$ cat src/rtl/stopwatch_pkg.sv
// Shared types and limits for the stopwatch sequencer (stopwatch_ctrl) and its bench.
// The optional lap/display-hold feature is selected with STOPWATCH_LAP_EN.
package stopwatch_pkg;

   typedef enum logic [1:0] {
      ST_IDLE  = 2'd0,
      ST_RUN   = 2'd1,
      ST_PAUSE = 2'd2,
      ST_FULL  = 2'd3
   } state_e;

   localparam int CS_MAX  = 99;
   localparam int SEC_MAX = 59;
   localparam int MIN_MAX = 59;

   function automatic int calc_div(input int clk_hz, input int tick_hz);
      return clk_hz / tick_hz;
   endfunction

endpackage

$ cat src/rtl/stopwatch_ctrl_btn_edge.sv
// Button conditioner: two-flop synchroniser followed by a registered rising-edge pulse.
// The pulse appears two clocks after the first sampling edge, so the FSM acts one edge later.
module btn_edge (
   input  logic clk_i,
   input  logic rst_i,
   input  logic btn_i,
   output logic rise_o
);

   logic meta_q;
   logic sync_q;
   logic prev_q;
   logic rise_q;

   always_ff @(posedge clk_i or posedge rst_i) begin
      if (rst_i) begin
         meta_q <= 1'b0;
         sync_q <= 1'b0;
         prev_q <= 1'b0;
         rise_q <= 1'b0;
      end else begin
         meta_q <= btn_i;
         sync_q <= meta_q;
         prev_q <= sync_q;
         rise_q <= sync_q & ~prev_q;
      end
   end

   assign rise_o = rise_q;

endmodule

$ cat src/rtl/stopwatch_ctrl.sv
// Run/pause/clear/lap sequencer for the cs/sec/min stopwatch datapath.
// Define STOPWATCH_LAP_EN to enable the lap button and display hold; otherwise disp_hold is 0.
module stopwatch_ctrl
   import stopwatch_pkg::*;
#(
   parameter int CLK_HZ  = 50_000_000,
   parameter int TICK_HZ = 100
) (
   input  logic   CLOCK_50,
   input  logic   reset,
   input  logic   start_btn,
   input  logic   clear_btn,
   input  logic   lap_btn,
   input  logic   cs_tc,
   input  logic   sec_tc,
   input  logic   min_tc,
   output logic   cnt_clr,
   output logic   cs_en,
   output logic   sec_en,
   output logic   min_en,
   output logic   running,
   output logic   full,
   output logic   disp_hold,
   output state_e dbg_state
);

   localparam int DIV   = calc_div(CLK_HZ, TICK_HZ);
   localparam int DIV_W = $clog2(DIV);
   localparam logic [DIV_W-1:0] PRESC_TOP = DIV_W'(DIV - 1);

   state_e            state_q, state_d;
   logic [DIV_W-1:0]  presc_q, presc_d;
   logic              start_rise;
   logic              clear_rise;
   logic              tick;
   logic              last;
   logic              clr;

   btn_edge u_start (.clk_i(CLOCK_50), .rst_i(reset), .btn_i(start_btn), .rise_o(start_rise));
   btn_edge u_clear (.clk_i(CLOCK_50), .rst_i(reset), .btn_i(clear_btn), .rise_o(clear_rise));

   assign tick = (state_q == ST_RUN) && (presc_q == PRESC_TOP);
   assign last = cs_tc & sec_tc & min_tc;

   // Clear beats start wherever clear is legal; in RUN clear is ignored and start pauses.
   // A terminal tick in RUN goes to FULL even if start arrives in the same cycle.
   always_comb begin
      state_d = state_q;
      presc_d = presc_q;
      clr     = 1'b0;
      unique case (state_q)
         ST_IDLE, ST_PAUSE: begin
            if (clear_rise) begin
               state_d = ST_IDLE;
               clr     = 1'b1;
            end else if (start_rise) begin
               state_d = ST_RUN;
            end
         end
         ST_RUN: begin
            if (tick && last) begin
               state_d = ST_FULL;
            end else if (start_rise) begin
               state_d = ST_PAUSE;
            end
         end
         ST_FULL: begin
            if (clear_rise) begin
               state_d = ST_IDLE;
               clr     = 1'b1;
            end
         end
         default: state_d = ST_IDLE;
      endcase
      if (clr) begin
         presc_d = '0;
      end else if (state_q == ST_RUN) begin
         presc_d = tick ? '0 : presc_q + 1'b1;
      end
   end

   always_ff @(posedge CLOCK_50 or posedge reset) begin
      if (reset) begin
         state_q <= ST_IDLE;
         presc_q <= '0;
      end else begin
         state_q <= state_d;
         presc_q <= presc_d;
      end
   end

`ifdef STOPWATCH_LAP_EN
   logic lap_rise;
   logic hold_q, hold_d;

   btn_edge u_lap (.clk_i(CLOCK_50), .rst_i(reset), .btn_i(lap_btn), .rise_o(lap_rise));

   // Hold toggles only while running; a lap press while stopped releases the view.
   always_comb begin
      hold_d = hold_q;
      if (lap_rise) begin
         if (state_q == ST_RUN) begin
            hold_d = ~hold_q;
         end else if (state_q != ST_IDLE) begin
            hold_d = 1'b0;
         end
      end
      if (clr) begin
         hold_d = 1'b0;
      end
   end

   always_ff @(posedge CLOCK_50 or posedge reset) begin
      if (reset) begin
         hold_q <= 1'b0;
      end else begin
         hold_q <= hold_d;
      end
   end

   assign disp_hold = hold_q;
`else
   logic lap_unused;
   assign lap_unused = lap_btn;
   assign disp_hold  = 1'b0;
`endif

   assign cs_en     = tick & ~last;
   assign sec_en    = cs_en & cs_tc;
   assign min_en    = sec_en & sec_tc;
   assign cnt_clr   = clr;
   assign running   = (state_q == ST_RUN);
   assign full      = (state_q == ST_FULL);
   assign dbg_state = state_q;

endmodule
$ cat config.mk
export PLATFORM = sky130hd
export DESIGN_NAME = stopwatch_ctrl
export DESIGN_NICKNAME = d
export VERILOG_FILES = /design/src/rtl/stopwatch_pkg.sv /design/src/rtl/stopwatch_ctrl_btn_edge.sv /design/src/rtl/stopwatch_ctrl.sv
export SDC_FILE = /design/constraint.sdc
export NUM_CORES = 1
export LEC_CHECK = 0
export ABC_AREA = 1
export ABC_CLOCK_PERIOD_IN_PS = 2080
export CORE_MARGIN = 5
export CORE_UTILIZATION = 30
export CTS_CLUSTER_DIAMETER = 80
export DETAILED_ROUTE_END_ITERATION = 16
export PLACE_DENSITY = 0.53
export SETUP_SLACK_MARGIN = 0.02
export SYNTH_ARGS = -nofsm -noshare
export SYNTH_HDL_FRONTEND = slang
export SYNTH_SLANG_ARGS = --single-unit
$ cat constraint.sdc
create_clock -name CLOCK_50 -period 2.08 [get_ports CLOCK_50]
set_input_delay 0.208 -clock CLOCK_50 [delete_from_list [all_inputs] [get_ports CLOCK_50]]
set_output_delay 0.208 -clock CLOCK_50 [all_outputs]
set_load 0.05 [all_outputs]
# Word level (Yosys, flattened, before mapping)

Cells that the tools add are included.

Equality and inequality tests: 7
Mux-type cells: 11
Bitwise operators: 10
Reduce and logical (&&, ||, !) cells: 7
Add/subtract/negate cells: 1

Operator list:

| cell                    | number |
|---|---|
| $mux W19                | 3 |
| $add A19 B1 Y19 const B | 1 |
| $eq A19 B19 Y1 const B  | 1 |
| $mux W2                 | 5 |
| $and A1 B1 Y1           | 7 |
| $ne A3 B1 Y1 const B    | 2 |
| $pmux W2 S3             | 1 |
| $eq A2 B2 Y1 const B    | 2 |
| $not A1 Y1              | 3 |
| $reduce_and A3 Y1       | 1 |
| $reduce_or A3 Y1        | 1 |
| $eq A2 B1 Y1 const B    | 1 |
| $logic_and A1 B1 Y1     | 2 |
| $logic_not A2 Y1        | 1 |
| $mux W1                 | 2 |
| $ne A2 B1 Y1 const B    | 1 |
| $reduce_bool A2 Y1      | 1 |
| $reduce_or A2 Y1        | 1 |

Flip-flop bits (word level): 29
Input port bits: 8

# Depth between registers and ports, before layout

Word-level depth: 6
Gate-level depth with buffers: 10
Depth with buffers taken out: 10

# Modules after synthesis

Synthesis repeated with hierarchy kept, for this count alone.

Cells, all modules: 216
Area, all modules: 1622.8 um^2

Modules (own cells, without submodules):

| module         | area each (um^2) | instances | cells an instance |
|---|---|---|---|
| stopwatch_ctrl | 1395.1           | 1         | 202 |
| btn_edge       | 113.9            | 2         | 7 |

# Least setup slack after synthesis

OpenSTA, ideal clock, no wires.

Path type: flip-flop to output port
From: register state_q[0] (netlist: dbg_state[0])
To: output min_en
Cell stages (with the launch flop): 5
Arrival: 1844 ps
Data required time: 1872 ps
Setup slack: 28 ps
Cells stage by stage: dfrtp_1 -> nand2_2 -> nor4_1 -> nand4_1 -> nor2_1

Longest elaborated chain between the ends: 5

Ends and longest elaborated chain:

| item                   | RTL line              | text |
|---|---|---|
| from (decl)            | stopwatch_ctrl.sv:31  | `state_e state_q, state_d;` |
| from (signal assigned) | stopwatch_ctrl.sv:87  | `state_q <= state_d;` |
| $eq A2 B1 Y1           | stopwatch_ctrl.sv:42  | `assign tick = (state_q == ST_RUN) && (presc_q == PRESC_TOP);` |
| $logic_and A1 B1 Y1    | stopwatch_ctrl.sv:42  |  |
| $and A1 B1 Y1          | stopwatch_ctrl.sv:128 | `assign cs_en = tick & ~last;` |
| $and A1 B1 Y1          | stopwatch_ctrl.sv:129 | `assign sec_en = cs_en & cs_tc;` |
| $and A1 B1 Y1          | stopwatch_ctrl.sv:130 | `assign min_en = sec_en & sec_tc;` |
| to (decl)              | stopwatch_ctrl.sv:20  | `output logic min_en,` |

No other way between the ends.

# Worst setup path after layout

From: register presc_q[0]
To: output min_en

Longest elaborated chain between the ends: 5

Ends and longest elaborated chain:

| item                   | RTL line              | text |
|---|---|---|
| from (decl)            | stopwatch_ctrl.sv:32  | `logic [DIV_W-1:0] presc_q, presc_d;` |
| from (signal assigned) | stopwatch_ctrl.sv:88  | `presc_q <= presc_d;` |
| $eq A19 B19 Y1         | stopwatch_ctrl.sv:42  |  |
| $logic_and A1 B1 Y1    | stopwatch_ctrl.sv:42  |  |
| $and A1 B1 Y1          | stopwatch_ctrl.sv:128 |  |
| $and A1 B1 Y1          | stopwatch_ctrl.sv:129 |  |
| $and A1 B1 Y1          | stopwatch_ctrl.sv:130 |  |

No other way between the ends.

==> run summary <==
outcome: completed
R2R Path Start: presc_q[0]$_DFFE_PP0P_
share of layout cells above drive strength 1: 18.1%
clock slew at reported path FFs: 0.07 ns
CP Capture Type: primary output
Max clock buf depth: 2
Synth cell types: 32
drt pass-1 iters: 4
most common cell after layout, fill and taps aside: nand2_1
Initial Utilization: 31.4%
Filler Cell Count: 553
Worst setup SP type: flip-flop
most used cell, CP: nor2_2
Avg Cell Area, Syn: 7.67 µm²
CP peak stage delay: 0.40 ns
Worst VDD drop: 577 µV
Placed Instances: 297
critical path startpoint: presc_q[0]$_DFFE_PP0P_
# DRC: 0
cell area after synthesis: 1630 µm²
Synth Register Bits: 29
worst endpoint required time: 1.87 ns
Hold WC Path Type: in2async
Tot GR Track Use: 11.4%
cells along the critical path: ha_2 > nand2_2 > inv_4 > nand2_4 > nor2_2 > nand4_1 > nor2_2 > buf_12
I/O pin count: 17
row cnt: 26
delay-heaviest family, CP: simple AND/OR/NAND/NOR gates
final WL: 3.68 mm
Max Fanout on Critical Path: 4
area grow syn2layout: 24.7%
largest net degree at the start of global routing: 30
CP Class: reg2out
Core Footprint: 5200 µm²
clock sink count: 29
yosys warns: 0
Inserted Clock Buffers: 5
Post-synth ARST share: 100%
synthesized instance count: 213
CTS tree: done
Via density: 4.59
Final setup viols: 0
IO buf count: 14
total number of vias: 1,410
DRT iter0 DRCs: 52
final hold vios: 0
max-cap check violation count: 0
remaining antenna violation count: 0
WP buf/inv: 2
Vert. Die Dim: 83.8 µm
number of synthesized flops with an enable pin: 0
Tcrit/Tclk final: 94.9%
sequential fraction of the synthesis area: 44.4%
dpl hpwl: 2.67 mm
Pleak: 0.926 nW
H-tree depth: 2
most frequent cells in the layout: 51 x nand2_1, 29 x nor2_1, 28 x dfrtp_1
latest clock arrival within the worst-skew pair: 0.28 ns
crit path max-delay cell type: dfrtp_1
stages on the worst setup path: 8
post-route minimum period: 1.97 ns
number of global-route vias before repair: 1,369
R2R depth: 10
crit path to: min_en
Non-Filler Instances: 307
Top FF cell, synth: dfrtp_1
antenna cells: 0
total grt overflow: 0
Overall Power: 1.83 mW
WL per Instance: 12.0 µm
antenna violations before repair: 0
final max-slew violation count: 0
die area: 7020 µm²
Root Driver: clkbuf_8
Final #Nets: 245
Pwr Density: 900 nW/µm²
syn nets: 222
RR Endpoint: presc_q[16]$_DFFE_PP0P_
WP data arrival: 1.77 ns
setup slack, reg-to-reg: 0.47 ns
Max Clock Freq: 507 MHz
Clock Skews: 0.00642 ns
first-pass GRT wire length: 6.44 mm
Die Span X: 83.8 µm
RSZ-0062 raised after global routing: yes
gpl congestion: 0.850
## layer usage
layer	track usage, %	wire length [µm]	vias up
met3	2.86	129	7
met2	18.1	1690	25
met5	0	0	-
met4	5.41	77	0
li1	-	-	725
met1	14.5	1780	653
## synth_stat cells (all sizes together) (2+ instances only)
library cell | count | area, µm²
clkinv | 2 | 8.75
nand2 | 57 | 234
o21ai | 10 | 53.8
buf | 2 | 18.8
nor3 | 2 | 21.3
nand4 | 6 | 37.5
o22ai | 6 | 37.5
nor2 | 36 | 155
nand3 | 19 | 110
o21bai | 2 | 15.0
xor2 | 6 | 52.6
inv | 29 | 111
dfrtp | 29 | 726
## how the worst min path moves through the flow
stage,from,end,slack [ns],cells past startpoint
3_3_place_gp,u_clear.meta_q$_DFF_PP0_,u_clear.sync_q$_DFF_PP0_,0.33,0
4_1_cts,reset,presc_q[7]$_DFFE_PP0P_,0.30,3
3_5_place_dp,u_clear.meta_q$_DFF_PP0_,u_clear.sync_q$_DFF_PP0_,0.33,0
2_1_floorplan,clear_btn,u_clear.meta_q$_DFF_PP0_,0.24,0
6_report,reset,presc_q[18]$_DFFE_PP0P_,0.29,3
5_1_grt,reset,u_clear.meta_q$_DFF_PP0_,0.35,3
## layout make-up
cell class | instances | area (µm²) | area share, %
clock buffers | 7 | 86.3 | 4.24
repair buffers | 18 | 195 | 9.58
multi-input cells | 151 | 791 | 38.8
clock inverters | 1 | 30.0 | 1.47
flip-flops and latches | 29 | 727 | 35.7
inverters | 31 | 121 | 5.95
well taps | 70 | 87.6 | 4.30
## registers in the layout, indices dropped and copies added, names as in the netlist
signal	cells
presc_q	19
dbg_state	2
u_clear.meta_q	1
u_clear.prev_q	1
u_clear.rise_o	1
u_clear.sync_q	1
u_start.meta_q	1
u_start.prev_q	1
u_start.rise_o	1
u_start.sync_q	1
## cell families (layout without fill, tap and decap cells)
group,count (synthesis),in the layout,share of synthesized area [%]
xor gates and xnor gates,6,6,3.22
adders and majority gates,1,1,0.766
and+or+nand+nor,122,122,34.9
AOI/OAI and AO/OA,21,21,7.96
DFF,29,29,44.4
other,1,1,0.229
buffers and inverters,33,57,8.50
## power by group
part	internal, mW	switching (mW)	leakage, nW
clock network	0.390	0.215	0.0585
logic	0.167	0.389	0.485
registers	0.616	0.0576	0.382
## timing repair
action                     in CTS  in global routing
hold endpoints to repair        0                  0
hold buffers                    0                  0
resized for setup               0                  8
buffers inserted                0                  2
setup endpoints to repair       0                  2
## stage by stage
step                utilization, %  setup TNS, ns  area (µm²)  worst slack (ns)  hold WS [ns]
floorplan                        -              0        1630            0.0277         0.239
global placement              36.2              0        1880             0.437         0.332
detailed placement            36.2              0        1880             0.378         0.335
CTS                           38.4              0        2000            0.0630         0.297
global route                  39.2        -0.0399        2040           -0.0399         0.350
finish                        39.2              0        2040             0.107         0.293
## tightest hold or removal path: stages
cell and delay, ns:
clkdlybuf4s50_1 0.39, inv_1 0.05, buf_4 0.34
(Power assumes the default switching activity.)
